**src/rtl/full_adder_pkg.sv**
```systemverilog
// Shared types and constants for the registered ripple-carry adder.
// The bit-cell result struct and width limit live here.
package full_adder_pkg;

  localparam int MAX_WIDTH = 64;

  typedef struct packed {
    logic carry;
    logic sum;
  } fa_res_t;

  function automatic fa_res_t fa_bit(
    input logic a,
    input logic b,
    input logic cin
  );
    fa_res_t r;
    r.sum   = a ^ b ^ cin;
    r.carry = (a & b) | (a & cin) | (b & cin);
    return r;
  endfunction

endpackage

```
**src/rtl/full_adder_cell.sv**
```systemverilog
// Combinational 1-bit full adder cell.
// Chained by the top level to form the ripple-carry path.
module full_adder_cell
  import full_adder_pkg::*;
(
  input  logic a,
  input  logic b,
  input  logic cin,
  output logic s,
  output logic cout
);

  fa_res_t res;

  assign res  = fa_bit(a, b, cin);
  assign s    = res.sum;
  assign cout = res.carry;

endmodule

```
**src/rtl/full_adder.sv**
```systemverilog
// Registered ripple-carry adder: {Cout,S} = A + B + Cin, one cycle latency.
// Define FULL_ADDER_OVF_EN to add the registered signed-overflow output ovf.
module full_adder
  import full_adder_pkg::*;
#(
  parameter int WIDTH = 1
) (
  input  logic             clk,
  input  logic             rst,
  input  logic             in_valid,
  input  logic [WIDTH-1:0] A,
  input  logic [WIDTH-1:0] B,
  input  logic             Cin,
  output logic [WIDTH-1:0] S,
  output logic             Cout,
`ifdef FULL_ADDER_OVF_EN
  output logic             ovf,
`endif
  output logic             out_valid
);

  if (WIDTH < 1 || WIDTH > MAX_WIDTH) begin : g_bad_width
    $error("full_adder: WIDTH out of range");
  end

  logic [WIDTH:0]   carry;
  logic [WIDTH-1:0] sum;

  assign carry[0] = Cin;

  for (genvar i = 0; i < WIDTH; i++) begin : g_bit
    full_adder_cell u_cell (
      .a    (A[i]),
      .b    (B[i]),
      .cin  (carry[i]),
      .s    (sum[i]),
      .cout (carry[i+1])
    );
  end

  // Data registers load only on valid, so idle-cycle X never reaches S.
  always_ff @(posedge clk or posedge rst) begin
    if (rst) begin
      S         <= '0;
      Cout      <= 1'b0;
      out_valid <= 1'b0;
    end else begin
      out_valid <= in_valid;
      if (in_valid) begin
        S    <= sum;
        Cout <= carry[WIDTH];
      end
    end
  end

`ifdef FULL_ADDER_OVF_EN
  always_ff @(posedge clk or posedge rst) begin
    if (rst) begin
      ovf <= 1'b0;
    end else if (in_valid) begin
      ovf <= carry[WIDTH-1] ^ carry[WIDTH];
    end
  end
`endif

endmodule

```
**config.mk**
```make
export PLATFORM = sky130hd
export DESIGN_NAME = full_adder
export DESIGN_NICKNAME = d
export VERILOG_FILES = /design/src/rtl/full_adder_pkg.sv /design/src/rtl/full_adder_cell.sv /design/src/rtl/full_adder.sv
export SDC_FILE = /design/constraint.sdc
export NUM_CORES = 1
export LEC_CHECK = 0
export CORE_AREA = 2 2 39 41
export CTS_BUF_LIST = sky130_fd_sc_hd__clkbuf_4 sky130_fd_sc_hd__clkbuf_8
export DETAILED_ROUTE_END_ITERATION = 6
export DIE_AREA = 0 0 41 43
export PLACE_DENSITY_LB_ADDON = 0.2
export SKIP_LAST_GASP = 1
export SLEW_MARGIN = 0
export SYNTH_ARGS = -nofsm -noshare
export SYNTH_HDL_FRONTEND = slang
export SYNTH_SLANG_ARGS = --single-unit
export TNS_END_PERCENT = 30
```
**constraint.sdc**
```tcl
create_clock -name clk -period 0.8 [get_ports clk]
set_input_delay 0.08 -clock clk [delete_from_list [all_inputs] [get_ports clk]]
set_output_delay 0.08 -clock clk [all_outputs]
set_load 0.005 [all_outputs]
```
## Word-level counts from Yosys, hierarchy flattened

Index checks and enable logic that the tools add are counted.

- Bitwise operators: 7
- Shift operators: 0
- Reduce and logical (&&, ||, !) cells: 0
- Multiply operators: 0
- $add $sub $neg: 0
- Order comparisons: 0
- Equal/unequal tests: 0
- Divide/modulo/power cells: 0
- Multiplexer cells: 0

Operator list:

| operator | number |
|---|---|
| $and 1x1->1 | 3 |
| $or 1x1->1 | 2 |
| $xor 1x1->1 | 2 |

- RAM bits: 0
- ROM bits: 0
- Register bits: 3
- Logic and storage cells: 10
- Bits in latches: 0
- Memories: 0

## Longest topological paths before layout

- Depth after elaboration: 3
- Mapped depth: 2
- Mapped depth without buffers: 2

## Modules after synthesis

Synthesis repeated with hierarchy kept, for this count alone.

- Cells, all modules: 7
- Area, all modules: 121.4 um^2

By module, submodules not included:

| module | area each (um^2) | sequential area each (um^2) | cells each | instances |
|---|---|---|---|---|
| full_adder | 101.3 | 75.1 | 6 | 1 |
| full_adder_cell | 20.0 | 0.0 | 1 | 1 |

## Worst setup path after synthesis

No wires, ideal clock.

- Path type: input to register
- From: input A
- To: register S
- Library setup time: 125 ps
- Path buffers: 0
- Data arrival time: 781 ps
- Stages on the path: 2
- Required time: 675 ps
- Setup slack: -106 ps
- Cells stage by stage: fa_1 -> mux2_2

- Longest elaborated chain between the ends: 2

RTL lines:

| what | RTL line | source |
|---|---|---|
| start: declaration | full_adder.sv:11 | `input logic [WIDTH-1:0] A,` |
| $xor 1x1->1 (2 in a row) | full_adder_pkg.sv:18 | `r.sum = a ^ b ^ cin;` |
| end signal: assignment | full_adder.sv:50 | `S <= sum;` |
| end: declaration | full_adder.sv:14 | `output logic [WIDTH-1:0] S,` |

No other way between the ends.
A chain may end at the register's enable or synchronous reset.

==> results.yml <==
drt:
  met2WireLength_um: 109
  dr.max_layer_used: "met3"
  dr.first_iter.drc_count: 0
  drt-vias-per-instance: 2.838
  drt_drc_violations_left: 0
  wirelength_um: 297
  wire_per_inst_um: 8.027
  drtAntennaViolNets: 0
  detail_route.wirelength.met1_um: 126
  dr.pass1.iters: 1
  vias: 105
  detailroute.wirelength.met3_um: 60
layout:
  nets: 29
  drive_above_1_share_pct: 52.38
  finish.instance_area_um2: 256.5
  final_cells: 37
  insertedDiodeCount: 0
  layout.core_utilization_pct: 18.54
  fill_cells: 156
  area_growth_pct: 111.3
logic_synthesis:
  synth_top_area_share_pct: 61.86
  number_of_synthesized_flops_with_an_enable_pin: 0
  synth_ff_type: "sky130_fd_sc_hd__dfrtp_1"
  synth.top_cells.by_count: "sky130_fd_sc_hd__dfrtp_1, sky130_fd_sc_hd__mux2_2, sky130_fd_sc_hd__fa_1, sky130_fd_sc_hd__inv_1"
  asyncSetResetFlopFracSynth_pct: 100.0
  synth_area_um2: 121.4
  yosys.cell_count.top_type: "sky130_fd_sc_hd__dfrtp_1"
  synth_top_cells_by_area: "sky130_fd_sc_hd__dfrtp_1, sky130_fd_sc_hd__mux2_2, sky130_fd_sc_hd__fa_1, sky130_fd_sc_hd__inv_1"
  ys_seq_elements: 3
  synth.avg_cell_area_um2: 17.34
  netlist-cell-type-count: 4
  synth.largest_area_cell: "sky130_fd_sc_hd__dfrtp_1"
  synth_seq_area_share_pct: 61.86
  synth_cells: 7
  ys_warn_count: 0
  synth_fp_nets: 14
cts:
  numClockSinks: 3
  tritoncts: "done"
  cts_max_path_buffers: 2
  cts_made_buffers: 3
  clkSlewWorstSetupHoldPaths_ns: 0.04
  clock_tree.root_cell: "sky130_fd_sc_hd__clkbuf_4"
  clk_latency_ns: 0.24
  cts-htree-levels: 1
timing:
  report.final.hold_viol_count: 0
  fmax_mhz: 1166
  max-slew-margin-rel_pct: 89.30
  clock_skew_ns: 0
  fin_ws_ns: -0.05755
  max_slew.worst_pin.slew_ns: 0.1601
  finalSetupViolations: 4
  rsz0062_at_grt: "true"
  finalMaxSlewViolations: 0
  min_period_over_period_pct: 107.2
  min_period_ns: 0.8576
worst_setup_path:
  worst-endpoint-arrival_ns: 0.98
  worst-path-max-fanout: 2
  critical_path.reg2reg.startpoint: "S$_DFFE_PP0P_"
  worstPathRequired_ns: 0.92
  cp-startpoint: "S$_DFFE_PP0P_"
  crit_path_end_kind: "register"
  worst-setup-path-type: "register to register"
  start_kind: "register"
  regToRegSetupSlack_ns: -0.06
placement:
  place_congestion: 0.6346
  detailed_place.area_um2: 221.5
  io_buffer_count: 8
  detailedPlace.worstSlack_ns: -0.5727
  placed_cells_incl_taps: 31
die:
  floorplan.io_pins: 9
  fp.coreArea_um2: 1384
  die_height_um: 43
  fp.dieArea_um2: 1763
  initial_core_util_pct: 8.770
  rows: 14
  die_w_um: 41
hold_path:
  hold_start: "B"
  holdCritPathClass: "input port to register"
power_and_ir_drop:
  pleak_nw: 0.1214
  power.density_cell_area_nw_per_um2: 2333
  power_total_mw: 0.5985
  vdd_ir_drop_max_v: 0.0005526
global_route:
  number_of_antenna_violations_at_the_first_check_in_global_routing: 0
  first_global_vias: 100
  global_route.overflow_total: 0
  grt_start_max_net_pins: 4
  grt_first_pass_wirelength_um: 427
  grt_util_all_layers_pct: 5.030
flow_run:
  drv.max_cap_violation_count: 0
status:
  failed_checks: "setup timing"
  status: "finished, violations left"
-- what timing repair did --
item,CTS,global route
gates cloned,0,0
hold buffers,1,0
resized for setup,19,2
endpoints found under the hold margin,3,0
pin swaps,1,1
buffers inserted,1,0
endpoints found under the setup margin,5,5
-- per-layer routing --
| metal | global-route usage, % | vias up |
|---|---|---|
| li1 | - | 50 |
| met3 | 7.853 | 0 |
| met1 | 5.502 | 46 |
| met5 | 0 | - |
| met4 | 6.000 | 0 |
| met2 | 2.813 | 9 |
-- area by class of cell --
class / count / area [um^2] / share of cell area (%)
timing repair buffer: 10 / 81.33 / 31.71
sequential: 3 / 75.07 / 29.27
multi-input combinational: 3 / 46.29 / 18.05
clock buffer: 4 / 30.03 / 11.71
tap: 16 / 20.02 / 7.805
inverter: 1 / 3.754 / 1.463
-- sequential cells by signal, summed over array words and instances, names as in the netlist --
name and count:
Cout 1, S 1, out_valid 1
-- stage by stage --
| step | hold WS [ns] | TNS (ns) |
|---|---|---|
| 4_1_cts | 0.3367 | -0.1626 |
| 5_1_grt | 0.2797 | -0.2495 |
| 3_5_place_dp | 0.2581 | -1.363 |
| 2_1_floorplan | -0.1664 | -0.1527 |
| 6_report | 0.2589 | -0.1427 |
| 3_3_place_gp | 0.2582 | -1.376 |
-- final timing paths --
path                                         end  cells past startpoint
min in group asynchronous       Cout$_DFFE_PP0P_                      3
worst max-delay path               S$_DFFE_PP0P_                      2
max in group asynchronous          S$_DFFE_PP0P_                      3
worst min-delay path               S$_DFFE_PP0P_                      3
worst min register to register  Cout$_DFFE_PP0P_                      1
worst max register to register     S$_DFFE_PP0P_                      2
-- power breakdown --
part | switching, mW | leakage [nW] | internal (mW)
Sequential | 0.00979 | 0.0350 | 0.172
Combinational | 0.0296 | 0.0679 | 0.0724
Clock | 0.0933 | 0.0184 | 0.222
Total | 0.133 | 0.121 | 0.466
-- layout by cell type, fill, tap and decap left out, drive strengths merged --
cell type      count
mux2               2
dfrtp              3
clkdlybuf4s15      2
inv                1
clkdlybuf4s50      2
dlygate4sd3        1
buf                4
fa                 1
clkbuf             5
-- cells by family after synthesis --
family     Yosys count  synth area share [%]
buf+inv              1                 3.090
fa+ha+maj            1                 16.50
mux                  2                 18.56
flops                3                 61.85
-- worst max-delay path: stages (launching register included) --
cell	delay, ns
sky130_fd_sc_hd__dfrtp_1	0.37
sky130_fd_sc_hd__buf_6	0.11
sky130_fd_sc_hd__mux2_4	0.25
No activity file was read; power rests on OpenSTA's default activity.
